--- src/rtl/dwc_cmd_arb.sv ---
// Round-robin command arbiter for the width-converter input path.
// A grant is held for exactly CMD_WORD_NUMBER accepted beats so packed words never mix owners.
module dwc_cmd_arb #(
    parameter int unsigned NUM_REQ           = 4,
    parameter int unsigned INPUT_DATA_WIDTH  = 32,
    parameter int unsigned OUTPUT_DATA_WIDTH = 128,
    parameter int unsigned CMD_WORD_NUMBER   = OUTPUT_DATA_WIDTH / INPUT_DATA_WIDTH,
    parameter int unsigned STALL_LIMIT       = 255
) (
    input  logic                                  clk,
    input  logic                                  rst_n,
    input  logic [NUM_REQ-1:0]                    req_valid,
    output logic [NUM_REQ-1:0]                    req_ready,
    input  logic [NUM_REQ*INPUT_DATA_WIDTH-1:0]   req_wdata,
    output logic                                  arb_cmd_valid,
    input  logic                                  arb_cmd_ready,
    output logic [INPUT_DATA_WIDTH-1:0]           arb_cmd_wdata,
    output logic [$clog2(NUM_REQ)-1:0]            grant_id,
    output logic                                  busy,
    output logic                                  cmd_done,
    output logic                                  stall_err
);

    localparam int unsigned IDW = $clog2(NUM_REQ);
    localparam int unsigned BCW = $clog2(CMD_WORD_NUMBER) + 1;
    localparam int unsigned SCW = $clog2(STALL_LIMIT + 1);
    localparam logic [BCW-1:0] LAST_BEAT = BCW'(CMD_WORD_NUMBER - 1);
    localparam logic [SCW-1:0] STALL_MAX = SCW'(STALL_LIMIT);

    typedef enum logic {
        IDLE,
        LOCK
    } state_t;

    state_t                      state, state_nxt;
    logic [IDW-1:0]              rr_ptr, rr_nxt;
    logic [IDW-1:0]              grant_nxt;
    logic [IDW-1:0]              winner;
    logic                        found;
    logic [BCW-1:0]              beat_cnt, beat_nxt;
    logic [SCW-1:0]              stall_cnt, stall_nxt;
    logic                        done_nxt;
    logic                        err_nxt;
    logic                        sel_valid;
    logic                        handshake;
    logic [INPUT_DATA_WIDTH-1:0] words [NUM_REQ];

    // Modulo wrap keeps indices legal when NUM_REQ is not a power of two.
    function automatic logic [IDW-1:0] wrap_add(input logic [IDW-1:0] base, input int unsigned ofs);
        return IDW'((32'(base) + ofs) % NUM_REQ);
    endfunction

    for (genvar g = 0; g < NUM_REQ; g++) begin : g_words
        assign words[g] = req_wdata[g*INPUT_DATA_WIDTH +: INPUT_DATA_WIDTH];
    end

    // First valid requester at or after rr_ptr, wrapping around.
    always_comb begin
        found  = 1'b0;
        winner = '0;
        for (int unsigned i = 0; i < NUM_REQ; i++) begin
            if (!found && req_valid[wrap_add(rr_ptr, i)]) begin
                found  = 1'b1;
                winner = wrap_add(rr_ptr, i);
            end
        end
    end

    assign sel_valid = req_valid[grant_id];
    assign handshake = (state == LOCK) && sel_valid && arb_cmd_ready;
    assign busy      = (state == LOCK);

    always_comb begin
        state_nxt     = state;
        grant_nxt     = grant_id;
        rr_nxt        = rr_ptr;
        beat_nxt      = beat_cnt;
        stall_nxt     = '0;
        done_nxt      = 1'b0;
        err_nxt       = stall_err;
        arb_cmd_valid = 1'b0;
        req_ready     = '0;
        arb_cmd_wdata = words[grant_id];

        case (state)
            IDLE: begin
                if (found) begin
                    state_nxt = LOCK;
                    grant_nxt = winner;
                    beat_nxt  = '0;
                end
            end
            LOCK: begin
                arb_cmd_valid       = sel_valid;
                req_ready[grant_id] = arb_cmd_ready;
                if (handshake) begin
                    stall_nxt = '0;
                    if (beat_cnt == LAST_BEAT) begin
                        state_nxt = IDLE;
                        beat_nxt  = '0;
                        done_nxt  = 1'b1;
                        rr_nxt    = wrap_add(grant_id, 1);
                    end else begin
                        beat_nxt = beat_cnt + 1'b1;
                    end
                end else if (!sel_valid && stall_cnt != STALL_MAX) begin
                    stall_nxt = stall_cnt + 1'b1;
                end else begin
                    // Downstream backpressure holds the count without advancing it.
                    stall_nxt = stall_cnt;
                end
                if (stall_nxt == STALL_MAX) begin
                    err_nxt = 1'b1;
                end
            end
            default: state_nxt = IDLE;
        endcase
    end

    always_ff @(posedge clk) begin
        if (!rst_n) begin
            state     <= IDLE;
            rr_ptr    <= '0;
            grant_id  <= '0;
            beat_cnt  <= '0;
            stall_cnt <= '0;
            cmd_done  <= 1'b0;
            stall_err <= 1'b0;
        end else begin
            state     <= state_nxt;
            rr_ptr    <= rr_nxt;
            grant_id  <= grant_nxt;
            beat_cnt  <= beat_nxt;
            stall_cnt <= stall_nxt;
            cmd_done  <= done_nxt;
            stall_err <= err_nxt;
        end
    end

endmodule

--- config.mk ---
export PLATFORM = sky130hd
export DESIGN_NAME = dwc_cmd_arb
export DESIGN_NICKNAME = d
export VERILOG_FILES = /design/src/rtl/dwc_cmd_arb.sv
export SDC_FILE = /design/constraint.sdc
export NUM_CORES = 1
export LEC_CHECK = 0
export ABC_AREA = 1
export CORE_ASPECT_RATIO = 0.8
export CORE_MARGIN = 2
export CORE_UTILIZATION = 35
export DETAILED_ROUTE_END_ITERATION = 8
export PLACE_DENSITY_LB_ADDON = 0.05
export SYNTH_ARGS = -nofsm -noshare
export SYNTH_HDL_FRONTEND = slang
export SYNTH_SLANG_ARGS = --single-unit
--- constraint.sdc ---
create_clock -name clk -period 3.9 [get_ports clk]
set_input_delay 0.975 -clock clk [delete_from_list [all_inputs] [get_ports clk]]
set_output_delay 0.975 -clock clk [all_outputs]
set_load 0.005 [all_outputs]
==> results.py <==
metrics = {
    "detailed_routing": {
        "drt_first_pass_iters": 4,
        "vias": 3177,
        "first_iter_violations": 139,
        "wl_per_cell_microns": 14.5,
        "postRouteAntennaNets": 0,
        "routed_wl_microns": 9050,
        "viasPerCell": 5.10,
        "drc_errors": 0,
    },
    "global_routing": {
        "grt_pass1_wl_microns": 14000,
        "gr-total-overflow": 0,
        "grt_use_total_pct": 26.5,
        "grt_max_degree": 71,
        "grt_pass1_vias": 2917,
        "antenna_found_initial": 0,
    },
    "worst_setup_path": {
        "critPathLaunch": "req_valid[2]",
        "setup.worst_path.class": "in2out",
        "r2r-start": "grant_id[0]",
        "required_ps": 2920,
        "cp_max_fo": 7,
        "end_kind": "output port",
        "cp-start-kind": "input port",
        "arrival_ps": 2460,
    },
    "die": {
        "die_w_microns": 90.3,
        "coreArea_sq_um": 5820,
        "initial_core_util_pct": 35.8,
        "rows": 25,
        "io-pin-count": 177,
        "dieArea_sq_um": 6590,
        "die_h_microns": 73.0,
    },
    "sta": {
        "period_minus_slack_ps": 3430,
        "skew_ps": 4.12,
        "rsz0062_at_grt": "false",
        "worst_pin_slew_ps": 782,
        "slew_violations": 0,
        "hold_viol_final": 0,
        "setup_violations": 0,
        "whs_ps": 457,
        "fin_crit_sh_pct": 88.0,
        "max_freq_mhz": 291,
        "relSlewSlack_pct": 47.8,
        "fin_tns_setup_ps": 0,
    },
    "clocking": {
        "cts_setup_buffers": 0,
        "clk_path_buf_depth": 2,
        "clock-sinks": 18,
        "cts_made_buffers": 3,
        "cts_resized": 0,
        "h-tree-depth": 1,
        "clock_latency_ps": 260,
        "cts_tree": "done",
        "cts.hold.buffers_added": 0,
        "clockRootBuffer": "clkbuf_8",
        "cts.clk_slew.worst_paths_ps": 70,
    },
    "job": {
        "cap_violations": 0,
    },
    "logic_synthesis": {
        "yosysWarningCount": 0,
        "yosys_register_bits": 18,
        "postSynthAreaPerCell_sq_um": 5.47,
        "synthCells": 381,
        "syn-cell-area_sq_um": 2080,
        "ys_seq_area_share_pct": 17.3,
        "synth.net_count": 522,
        "ys_types": 28,
    },
    "cells_and_area": {
        "n_fill_cell": 539,
        "multiInputGateArea_sq_um": 1510,
        "area_growth_pct": 88.6,
        "final_common_cell": "clkdlybuf4s50_1",
        "fin_nets": 684,
        "antenna_cells": 0,
        "final_cell_mix": "clkdlybuf4s50_1, nor2_1, o21ai_0",
        "stdcell_area_sq_um": 3930,
        "drive_gt1_share_pct": 4.43,
        "regArea_sq_um": 362,
    },
    "status": {
        "status": "finished clean",
    },
    "placement": {
        "place_congestion": 0.857,
        "dp_hpwl_microns": 7200,
        "place_area_sq_um": 3880,
        "io_buffer_count": 176,
    },
    "pwr": {
        "powerDensity_nw_per_um2": 199,
        "cellLeakagePower_nw": 1.55,
        "ir_worst_vdd_mv": 0.103,
    },
    "hold_path": {
        "hp-start": "beat_cnt[2]",
        "hp-class": "reg2reg",
    },
}
-- layout make-up --
type / instances / share of cell area, %
Inverter: 29 / 2.77
Tap cell: 81 / 2.58
Clock buffer: 4 / 1.40
Sequential cell: 18 / 9.20
Timing Repair Buffer: 180 / 45.6
Multi-Input combinational cell: 311 / 38.5
-- layer usage --
layer	part of all wire, %	GRT usage [%]	vias up
met1	41	29.6	1384
met2	47	48.1	148
met3	7.2	6.82	32
li1	-	-	1613
met5	0	0	-
met4	4.4	12.1	0
-- registers in the layout, summed over array words and instances, names as in the netlist --
name and count:
stall_cnt 8, beat_cnt 3, grant_id 2, rr_ptr 2
busy 1, cmd_done 1, stall_err 1
-- worst paths after layout --
check	cells after the start	slack [ps]	endpoint
setup / recovery	6	470	arb_cmd_valid
hold / removal	2	460	beat_cnt[2]
setup reg to reg	11	1760	stall_err
hold reg to reg	2	460	beat_cnt[2]
-- synthesized netlist by cell type (all sizes together) --
master / number / area, sq um
o211ai: 1 / 7.51
o32ai: 1 / 8.76
o21ai: 75 / 379
o22ai: 32 / 200
ha: 6 / 75.1
nor2: 94 / 363
nand3b: 1 / 7.51
nand2: 63 / 257
buf: 2 / 22.5
nand3: 19 / 100
xor2: 3 / 26.3
xnor2: 1 / 8.76
a21oi: 11 / 55.1
nor3: 1 / 5.00
nand4: 2 / 12.5
clkbuf: 21 / 80.1
dfxtp: 18 / 360
inv: 29 / 109
o21bai: 1 / 7.51
-- cells by family (layout without fill, tap and decap cells) --
family | after synthesis | count (layout) | synth area share (%)
buffers and inverters | 52 | 213 | 10.1
AND/OR/NAND/NOR | 180 | 180 | 35.7
adder cells (fa/ha/maj) | 6 | 6 | 3.60
XOR/XNOR | 4 | 4 | 1.68
AO/OA/AOI/OAI | 121 | 121 | 31.6
flip-flops | 18 | 18 | 17.3
-- critical path, cell delays in order --
cell and delay (ps):
clkdlybuf4s50_1 520, nand2_1 70, nand3_1 110, nand2_2 140
nor2_1 130, clkdlybuf4s50_1 510
-- where the power goes --
group / leakage [nW] / switching (mW) / internal [mW] / total [mW]
clock: 0.0288 / 0.0667 / 0.0899 / 0.157
combinational: 1.37 / 0.174 / 0.259 / 0.432
sequential: 0.146 / 0.00479 / 0.189 / 0.193
total: 1.55 / 0.245 / 0.537 / 0.783
-- per-stage QoR --
step	setup slack (ps)	total power [mW]	std cells	utilization, %
3_3_place_gp	459	0.624	619	66.6
4_1_cts	455	0.787	623	67.6
5_1_grt	370	0.835	623	67.6
6_report	467	0.783	623	67.6
3_5_place_dp	456	0.630	619	66.6
2_1_floorplan	1560	0.356	381	-
(Power assumes the default switching activity.)
